--- config.mk ---
export PLATFORM = sky130hd
export DESIGN_NAME = reorder_buffer_flat
export DESIGN_NICKNAME = d
export VERILOG_FILES = /design/src/rtl/reorder_buffer_if.sv /design/src/rtl/reorder_buffer.sv /design/src/flat_wrapper.sv
export SDC_FILE = /design/constraint.sdc
export NUM_CORES = 2
export LEC_CHECK = 0
export ABC_CLOCK_PERIOD_IN_PS = 9700
export CORE_ASPECT_RATIO = 1.1
export CORE_MARGIN = 2
export CORE_UTILIZATION = 45
export CTS_BUF_LIST = sky130_fd_sc_hd__clkbuf_16
export CTS_CLUSTER_DIAMETER = 80
export DETAILED_ROUTE_END_ITERATION = 10
export DONT_BUFFER_PORTS = 1
export GPL_ROUTABILITY_DRIVEN = 1
export PLACE_DENSITY = 0.7
export SLEW_MARGIN = 15
export SYNTH_ARGS = -nofsm -noshare
export SYNTH_HDL_FRONTEND = slang
export SYNTH_SLANG_ARGS = --single-unit
--- constraint.sdc ---
create_clock -name clk -period 9.7 [get_ports clk]
set_input_delay 1.94 -clock clk [delete_from_list [all_inputs] [get_ports clk]]
set_output_delay 1.94 -clock clk [all_outputs]
set_load 0.005 [all_outputs]
--- src/rtl/reorder_buffer_if.sv ---
// ============================================================================
// reorder_buffer_if : issue / CDB / query / commit signal bundle of the ROB
// Revision: 1.0
// ============================================================================
`default_nettype none

interface reorder_buffer_if #(
  parameter int TAG_W = 4
);
  logic             in_issue_ena;
  logic [4:0]       in_issue_rd;
  logic             in_issue_is_branch;
  logic             in_issue_pred_taken;
  logic [31:0]      in_issue_fallthrough_pc;
  logic [TAG_W-1:0] out_issue_tag;
  logic             out_full;
  logic             in_cdb_ena;
  logic [TAG_W-1:0] in_cdb_tag;
  logic [31:0]      in_cdb_value;
  logic             in_cdb_taken;
  logic [31:0]      in_cdb_target;
  logic [TAG_W-1:0] in_query_tag1;
  logic [TAG_W-1:0] in_query_tag2;
  logic             out_query_ready1;
  logic             out_query_ready2;
  logic [31:0]      out_query_value1;
  logic [31:0]      out_query_value2;
  logic [4:0]       out_commit_reg;
  logic [TAG_W-1:0] out_commit_tag;
  logic [31:0]      out_commit_value;
  logic             out_rollback;
  logic [31:0]      out_rollback_pc;

  modport master (
    output in_issue_ena, in_issue_rd, in_issue_is_branch, in_issue_pred_taken,
           in_issue_fallthrough_pc, in_cdb_ena, in_cdb_tag, in_cdb_value,
           in_cdb_taken, in_cdb_target, in_query_tag1, in_query_tag2,
    input  out_issue_tag, out_full, out_query_ready1, out_query_ready2,
           out_query_value1, out_query_value2, out_commit_reg, out_commit_tag,
           out_commit_value, out_rollback, out_rollback_pc
  );

  modport slave (
    input  in_issue_ena, in_issue_rd, in_issue_is_branch, in_issue_pred_taken,
           in_issue_fallthrough_pc, in_cdb_ena, in_cdb_tag, in_cdb_value,
           in_cdb_taken, in_cdb_target, in_query_tag1, in_query_tag2,
    output out_issue_tag, out_full, out_query_ready1, out_query_ready2,
           out_query_value1, out_query_value2, out_commit_reg, out_commit_tag,
           out_commit_value, out_rollback, out_rollback_pc
  );
endinterface

`default_nettype wire

--- src/rtl/reorder_buffer.sv ---
// ============================================================================
// reorder_buffer : circular in-order ROB with CDB capture, commit and rollback
// Revision: 1.0
// ============================================================================
`default_nettype none

module reorder_buffer #(
  parameter int ROB_SIZE = 16,
  parameter int TAG_W    = 4
) (
  input wire              clk,
  input wire              rst,
  input wire              ena,
  reorder_buffer_if.slave bus
);
  localparam logic [TAG_W-1:0] ONE_TAG  = TAG_W'(1);
  localparam logic [TAG_W-1:0] LAST_TAG = TAG_W'(ROB_SIZE - 1);

  logic [ROB_SIZE-1:0] valid_q, valid_d, ready_q, ready_d;
  logic [ROB_SIZE-1:0] is_branch_q, is_branch_d, pred_taken_q, pred_taken_d;
  logic [ROB_SIZE-1:0] taken_q, taken_d;
  logic [4:0]          rd_q      [ROB_SIZE];
  logic [4:0]          rd_d      [ROB_SIZE];
  logic [31:0]         fall_pc_q [ROB_SIZE];
  logic [31:0]         fall_pc_d [ROB_SIZE];
  logic [31:0]         value_q   [ROB_SIZE];
  logic [31:0]         value_d   [ROB_SIZE];
  logic [31:0]         target_q  [ROB_SIZE];
  logic [31:0]         target_d  [ROB_SIZE];

  logic [TAG_W-1:0] head_q, head_d, tail_q, tail_d, count_q, count_d;
  logic             pend_rb_q, pend_rb_d, rollback_q, rollback_d;
  logic [31:0]      rb_pc_q, rb_pc_d, rollback_pc_q, rollback_pc_d;
  logic [4:0]       commit_reg_q, commit_reg_d;
  logic [TAG_W-1:0] commit_tag_q, commit_tag_d;
  logic [31:0]      commit_value_q, commit_value_d;

  logic full, do_issue, do_cdb, do_commit, mispredict;

  function automatic logic [TAG_W-1:0] next_tag(input logic [TAG_W-1:0] t);
    return (t == LAST_TAG) ? ONE_TAG : t + ONE_TAG;
  endfunction

  // Returns {ready, value}; stored result wins over the same-cycle CDB forward.
  function automatic logic [32:0] lookup(input logic [TAG_W-1:0] t,
                                         input logic hit, input logic [31:0] val,
                                         input logic cdb_en, input logic [TAG_W-1:0] cdb_tag,
                                         input logic [31:0] cdb_val);
    if (t == '0)                   return '0;
    if (hit)                       return {1'b1, val};
    if (cdb_en && (cdb_tag == t))  return {1'b1, cdb_val};
    return '0;
  endfunction

  always_comb begin
    full       = (count_q == LAST_TAG) | pend_rb_q | rollback_q;
    do_issue   = ena & bus.in_issue_ena & ~full;
    do_cdb     = ena & bus.in_cdb_ena & ~pend_rb_q & ~rollback_q & (bus.in_cdb_tag != '0)
                 & valid_q[bus.in_cdb_tag] & ~ready_q[bus.in_cdb_tag];
    do_commit  = ena & ~pend_rb_q & (count_q != '0) & ready_q[head_q];
    mispredict = is_branch_q[head_q] & (taken_q[head_q] != pred_taken_q[head_q]);
  end

  always_comb begin
    valid_d        = valid_q;
    ready_d        = ready_q;
    is_branch_d    = is_branch_q;
    pred_taken_d   = pred_taken_q;
    taken_d        = taken_q;
    rd_d           = rd_q;
    fall_pc_d      = fall_pc_q;
    value_d        = value_q;
    target_d       = target_q;
    head_d         = head_q;
    tail_d         = tail_q;
    count_d        = count_q;
    pend_rb_d      = pend_rb_q;
    rb_pc_d        = rb_pc_q;
    rollback_d     = rollback_q;
    rollback_pc_d  = rollback_pc_q;
    commit_reg_d   = commit_reg_q;
    commit_tag_d   = commit_tag_q;
    commit_value_d = commit_value_q;

    if (ena) begin
      if (pend_rb_q) begin
        // Flush one edge after the mispredicted commit so its rd write lands first.
        rollback_d    = 1'b1;
        rollback_pc_d = rb_pc_q;
        valid_d       = '0;
        ready_d       = '0;
        head_d        = ONE_TAG;
        tail_d        = ONE_TAG;
        count_d       = '0;
        pend_rb_d     = 1'b0;
        commit_reg_d  = '0;
        commit_tag_d  = '0;
      end else begin
        rollback_d   = 1'b0;
        commit_reg_d = '0;
        commit_tag_d = '0;
        if (do_commit) begin
          commit_reg_d    = rd_q[head_q];
          commit_tag_d    = head_q;
          commit_value_d  = value_q[head_q];
          valid_d[head_q] = 1'b0;
          ready_d[head_q] = 1'b0;
          head_d          = next_tag(head_q);
          if (mispredict) begin
            pend_rb_d = 1'b1;
            rb_pc_d   = taken_q[head_q] ? target_q[head_q] : fall_pc_q[head_q];
          end
        end
        if (do_cdb) begin
          ready_d[bus.in_cdb_tag]  = 1'b1;
          value_d[bus.in_cdb_tag]  = bus.in_cdb_value;
          taken_d[bus.in_cdb_tag]  = bus.in_cdb_taken;
          target_d[bus.in_cdb_tag] = bus.in_cdb_target;
        end
        if (do_issue) begin
          valid_d[tail_q]      = 1'b1;
          ready_d[tail_q]      = 1'b0;
          rd_d[tail_q]         = bus.in_issue_rd;
          is_branch_d[tail_q]  = bus.in_issue_is_branch;
          pred_taken_d[tail_q] = bus.in_issue_pred_taken;
          fall_pc_d[tail_q]    = bus.in_issue_fallthrough_pc;
          tail_d               = next_tag(tail_q);
        end
        case ({do_issue, do_commit})
          2'b10:   count_d = count_q + ONE_TAG;
          2'b01:   count_d = count_q - ONE_TAG;
          default: count_d = count_q;
        endcase
      end
    end
  end

  always_ff @(posedge clk) begin
    if (rst) begin
      valid_q        <= '0;
      ready_q        <= '0;
      head_q         <= ONE_TAG;
      tail_q         <= ONE_TAG;
      count_q        <= '0;
      pend_rb_q      <= 1'b0;
      rb_pc_q        <= '0;
      rollback_q     <= 1'b0;
      rollback_pc_q  <= '0;
      commit_reg_q   <= '0;
      commit_tag_q   <= '0;
      commit_value_q <= '0;
    end else begin
      valid_q        <= valid_d;
      ready_q        <= ready_d;
      head_q         <= head_d;
      tail_q         <= tail_d;
      count_q        <= count_d;
      pend_rb_q      <= pend_rb_d;
      rb_pc_q        <= rb_pc_d;
      rollback_q     <= rollback_d;
      rollback_pc_q  <= rollback_pc_d;
      commit_reg_q   <= commit_reg_d;
      commit_tag_q   <= commit_tag_d;
      commit_value_q <= commit_value_d;
    end
  end

  // Payload is qualified by valid/ready, so it needs no reset.
  always_ff @(posedge clk) begin
    is_branch_q  <= is_branch_d;
    pred_taken_q <= pred_taken_d;
    taken_q      <= taken_d;
    rd_q         <= rd_d;
    fall_pc_q    <= fall_pc_d;
    value_q      <= value_d;
    target_q     <= target_d;
  end

  logic [32:0] q1, q2;
  assign q1 = lookup(bus.in_query_tag1, valid_q[bus.in_query_tag1] & ready_q[bus.in_query_tag1],
                     value_q[bus.in_query_tag1], bus.in_cdb_ena, bus.in_cdb_tag, bus.in_cdb_value);
  assign q2 = lookup(bus.in_query_tag2, valid_q[bus.in_query_tag2] & ready_q[bus.in_query_tag2],
                     value_q[bus.in_query_tag2], bus.in_cdb_ena, bus.in_cdb_tag, bus.in_cdb_value);

  assign bus.out_issue_tag    = tail_q;
  assign bus.out_full         = full;
  assign bus.out_query_ready1 = q1[32];
  assign bus.out_query_value1 = q1[31:0];
  assign bus.out_query_ready2 = q2[32];
  assign bus.out_query_value2 = q2[31:0];
  assign bus.out_commit_reg   = commit_reg_q;
  assign bus.out_commit_tag   = commit_tag_q;
  assign bus.out_commit_value = commit_value_q;
  assign bus.out_rollback     = rollback_q;
  assign bus.out_rollback_pc  = rollback_pc_q;
endmodule

`default_nettype wire
--- src/flat_wrapper.sv ---
// flat-port wrapper written by rule: the top's interface ports become plain ports
module reorder_buffer_flat 
#(
  parameter int ROB_SIZE = 16,
  parameter int TAG_W    = 4
)
  (clk, rst, ena, bus_in_issue_ena, bus_in_issue_rd, bus_in_issue_is_branch, bus_in_issue_pred_taken, bus_in_issue_fallthrough_pc, bus_in_cdb_ena, bus_in_cdb_tag, bus_in_cdb_value, bus_in_cdb_taken, bus_in_cdb_target, bus_in_query_tag1, bus_in_query_tag2, bus_out_issue_tag, bus_out_full, bus_out_query_ready1, bus_out_query_ready2, bus_out_query_value1, bus_out_query_value2, bus_out_commit_reg, bus_out_commit_tag, bus_out_commit_value, bus_out_rollback, bus_out_rollback_pc);
  reorder_buffer_if #(.TAG_W(TAG_W)) bus_i ();
  input wire clk;
  input wire rst;
  input wire ena;
  input wire logic [$bits(bus_i.in_issue_ena)-1:0] bus_in_issue_ena;
  input wire logic [$bits(bus_i.in_issue_rd)-1:0] bus_in_issue_rd;
  input wire logic [$bits(bus_i.in_issue_is_branch)-1:0] bus_in_issue_is_branch;
  input wire logic [$bits(bus_i.in_issue_pred_taken)-1:0] bus_in_issue_pred_taken;
  input wire logic [$bits(bus_i.in_issue_fallthrough_pc)-1:0] bus_in_issue_fallthrough_pc;
  input wire logic [$bits(bus_i.in_cdb_ena)-1:0] bus_in_cdb_ena;
  input wire logic [$bits(bus_i.in_cdb_tag)-1:0] bus_in_cdb_tag;
  input wire logic [$bits(bus_i.in_cdb_value)-1:0] bus_in_cdb_value;
  input wire logic [$bits(bus_i.in_cdb_taken)-1:0] bus_in_cdb_taken;
  input wire logic [$bits(bus_i.in_cdb_target)-1:0] bus_in_cdb_target;
  input wire logic [$bits(bus_i.in_query_tag1)-1:0] bus_in_query_tag1;
  input wire logic [$bits(bus_i.in_query_tag2)-1:0] bus_in_query_tag2;
  output wire logic [$bits(bus_i.out_issue_tag)-1:0] bus_out_issue_tag;
  output wire logic [$bits(bus_i.out_full)-1:0] bus_out_full;
  output wire logic [$bits(bus_i.out_query_ready1)-1:0] bus_out_query_ready1;
  output wire logic [$bits(bus_i.out_query_ready2)-1:0] bus_out_query_ready2;
  output wire logic [$bits(bus_i.out_query_value1)-1:0] bus_out_query_value1;
  output wire logic [$bits(bus_i.out_query_value2)-1:0] bus_out_query_value2;
  output wire logic [$bits(bus_i.out_commit_reg)-1:0] bus_out_commit_reg;
  output wire logic [$bits(bus_i.out_commit_tag)-1:0] bus_out_commit_tag;
  output wire logic [$bits(bus_i.out_commit_value)-1:0] bus_out_commit_value;
  output wire logic [$bits(bus_i.out_rollback)-1:0] bus_out_rollback;
  output wire logic [$bits(bus_i.out_rollback_pc)-1:0] bus_out_rollback_pc;
  assign bus_i.in_issue_ena = bus_in_issue_ena;
  assign bus_i.in_issue_rd = bus_in_issue_rd;
  assign bus_i.in_issue_is_branch = bus_in_issue_is_branch;
  assign bus_i.in_issue_pred_taken = bus_in_issue_pred_taken;
  assign bus_i.in_issue_fallthrough_pc = bus_in_issue_fallthrough_pc;
  assign bus_i.in_cdb_ena = bus_in_cdb_ena;
  assign bus_i.in_cdb_tag = bus_in_cdb_tag;
  assign bus_i.in_cdb_value = bus_in_cdb_value;
  assign bus_i.in_cdb_taken = bus_in_cdb_taken;
  assign bus_i.in_cdb_target = bus_in_cdb_target;
  assign bus_i.in_query_tag1 = bus_in_query_tag1;
  assign bus_i.in_query_tag2 = bus_in_query_tag2;
  assign bus_out_issue_tag = bus_i.out_issue_tag;
  assign bus_out_full = bus_i.out_full;
  assign bus_out_query_ready1 = bus_i.out_query_ready1;
  assign bus_out_query_ready2 = bus_i.out_query_ready2;
  assign bus_out_query_value1 = bus_i.out_query_value1;
  assign bus_out_query_value2 = bus_i.out_query_value2;
  assign bus_out_commit_reg = bus_i.out_commit_reg;
  assign bus_out_commit_tag = bus_i.out_commit_tag;
  assign bus_out_commit_value = bus_i.out_commit_value;
  assign bus_out_rollback = bus_i.out_rollback;
  assign bus_out_rollback_pc = bus_i.out_rollback_pc;
  reorder_buffer #(.ROB_SIZE(ROB_SIZE), .TAG_W(TAG_W)) u_core (.clk(clk), .rst(rst), .ena(ena), .bus(bus_i));
endmodule
==> metrics <==
peak fanout along the critical path=between 100 and 150; EDFF count, synth=about 1700; Slew @ Worst Pin=approximately 1.1 ns; Pleak=~0.027 uW; max_cap viols=0; first-pass GRT wire length=290300 um; drc violations=0; fill cell count=13720; largest family of logic cells by synthesized area=multiplexers; Placeable Area=172600 um2; I/O Buffers=0; reg2reg start=u_core.head_q[1]$_SDFFE_PP0P_; run status=completed; H-tree depth=4; Mapped Cells=between 3000 and 4000; Slew Viols, Final=0; share of layout cells above drive strength 1=29.12%; ranking of synthesized cells by area=edfxtp_1 64%, mux4_2 23%, dfxtp_1 3.9%; flop-to-flop setup slack=3.96 ns; Clock Latency Late Sink=approximately 0.85 ns; Resize count post-CTS=0; largest net degree at the start of global routing=147; antenna diode instance count=0; DR vias/cell=6.408; Top Registers=u_core.fall_pc_q (512), u_core.target_q (512), u_core.value_q (512); sw frac=20.33%; synthesized flop and latch total=1815; Hold Buf Count CTS=0; syn avg cell area=19.97 um2; RD Place Congestion=between 0.8 and 0.9; XOR/XNOR share of the synthesized area=0.1555%; antenna violations before repair=3; post-synthesis sequential area ratio=67.89%; vias in the first global route=41510; GRT overflow=0; total negative slack=0 ns; GRT Util Overall=22.78%; Iter 0 DRT Violations=4759; ys flop type=edfxtp_1; CP Launch Type=primary input; die area=176800 um2; cell area after layout=a little under 90000 um2; Fmax achieved=0.1515 GHz; Starting Density=approximately 45%; DP Area=80600 um2; WP data required=7.76 ns; area of the multi-input gates=23960 um2; Area Growth Syn to Fin=10.76%; post-synthesis instance area=78050 um2; Sequential Power Share=between 50% and 60%; RSZ-0062 raised after global routing=no; clock-pin slew on the worst setup and hold paths=0.06 ns; worst endpoint data arrival time=approximately 4.7 ns; via count=40800; layout net count=4075; Post-Synth Adder-Cell Area=0.1924%; remaining antenna violation count=0; Hold Path Depth=2; Switch Pwr=about 3200 uW; CTS tree=built; Chip Height=between 400 and 500 um; Hold Vio Cnt, Final=0; Gate power share=2.1%; hold_sp=u_core.bus.out_commit_value[21]$_SDFFE_PP0P_; Setup Skew=0.06954 ns; Pint=roughly 13000 uW; placed insts=roughly 6000; CTS sink count=1815; R2R depth=14; hold-critical path endpoint=u_core.bus.out_commit_value[21]$_SDFFE_PP0P_; register area=53010 um2; clock network power share=a little over two fifths; I/O Pins=266; Synth cell types=64; Slew Limit Headroom=27.61%; post-synthesis mux area share=23.42%; fin cells=6368; postcts setup bufs=0; CTS Buf Count=182; RR Endpoint=u_core.count_q[3]$_SDFFE_PP0P_; top-area cell type share of the netlist area=between 60% and 70%; fin crit period=6.600 ns; die width=401.1 um; asr flop ratio synth=0%; CTS root buffer=clkbuf_16; drt first pass iters=6; CTS Buffer Depth=3; Final period util=68.04%; Peak supply drop=approximately 0.00021 V; Routed Wire Length=approximately 200000 um; Simple-Gate Fraction of Synth Area=2.475%; hpwl dp=107600 um; num rows=between 150 and 200; DR WL/cell=31.69 um; Synthesis Warnings=0; Compound-Gate Fraction of Synth Area=3.934%; Final setup viols=0; Synth area leader=edfxtp_1; Cell Pwr Density=181.8 nW/um2; worst min path class=reg -> reg; critical path endpoint category=output pin; Setup CP Type=in -> out
cell usage in the layout (no fill, tap or decap), types with 5 or more instances in the layout:
master and count:
or3_1 5, bufinv_16 10, clkinvlp_4 9, nor3_1 6, nor4_1 6, o32ai_1 8
clkinv_16 9, nand2b_1 13, clkinv_2 34, inv_1 76, ha_1 12, xor2_1 8
o22ai_1 8, a31oi_1 37, mux2i_1 67, nor3b_1 6, buf_4 73, dfxtp_1 147
clkbuf_16 184, o21ai_0 33, nand3_1 19, a311oi_2 29, a21o_1 32, and3_1 5
conb_1 65, edfxtp_1 1664, a21oi_1 109, a22oi_1 143, nor2_1 93, mux4_2 780
inv_2 16, nor2_4 14, clkinv_1 38, nand2_1 257
logic make-up after synthesis:
kind of cell,Yosys count
compound gates,429
xor+xnor,13
fa+ha+maj,12
buf+inv,334
flops,1815
mux,851
other cells,1
simple gates,453
worst max path at each step:
stage	slack, ns	startpoint	depth (start not counted)	to
final	3.10	bus_in_query_tag2[1]	7	bus_out_query_value2[28]
after global placement	3.10	bus_in_query_tag2[1]	7	bus_out_query_value2[28]
after floorplan	1.49	bus_in_cdb_tag[1]	6	u_core.taken_q[12]$_DFFE_PP_
after CTS	3.06	bus_in_query_tag2[1]	7	bus_out_query_value2[29]
after global routing	3.00	bus_in_query_tag2[1]	7	bus_out_query_value2[29]
after detailed placement	3.06	bus_in_query_tag2[1]	7	bus_out_query_value2[29]
power groups by stage:
stage	logic, uW	registers (uW)	clock network, uW
after floorplan	323	8760	0
after global placement	333	8760	0
after detailed placement	334	8760	0
after CTS	334	8600	6880
after global routing	349	8600	7180
final	334	8600	6790
cells in the mapped netlist, drive strengths merged, types with 3 or more instances:
cell type	n
nand3	19
dfxtp	151
a211oi	4
nand2	257
nor4b	3
nor4	6
a22o	3
o21ai	33
ha	12
nor2	107
nor2b	6
nand2b	13
a22oi	143
mux4	780
a31oi	37
nor3b	6
o32ai	8
and3	6
clkbuf	135
xnor2	5
or3	6
nor3	9
buf	156
edfxtp	1664
a21o	34
mux2i	67
inv	42
o22ai	8
and2	6
a311oi	32
mux2	4
xor2	8
a21oi	110
a221o	3
through the flow:
stage / utilization, % / setup WS, ns / power, uW / hold WS [ns]
2_1_floorplan: - / 1.491 / 9081 / 0.4313
3_3_place_gp: 46.71 / 3.099 / 9094 / 0.4479
3_5_place_dp: 46.71 / 3.056 / 9098 / 0.4535
4_1_cts: 50.10 / 3.057 / 15810 / 0.4605
5_1_grt: 50.10 / 2.998 / 16120 / 0.4821
6_report: 50.10 / 3.100 / 15720 / 0.4699
metal layers:
layer	vias to the layer above	wire length (um)	part of all wire, %	track usage [%]
met3	334	19480	9.7	5.493
met1	21860	77070	38	30.06
met4	0	5894	2.9	6.999
li1	16550	-	-	-
met5	-	0	0	0
met2	2055	99340	49	37.65
final cells by class:
class / instances / area share [%]
clock inverters: 158 / 1.449
repair buffers: 77 / 0.7265
flip-flops and latches: 1815 / 61.31
clock buffers: 184 / 5.326
multi-input cells: 1823 / 27.71
well taps: 2268 / 3.282
inverters: 43 / 0.1925
worst max-delay path: stages:
cell and delay [ns]:
nand3_1 0.10, o21ai_0 0.09, mux4_2 0.51, a21oi_4 0.15, buf_4 0.57, a21o_2 0.89, nor2_1 0.33
Note: power is estimated with default switching activity, not from simulation.
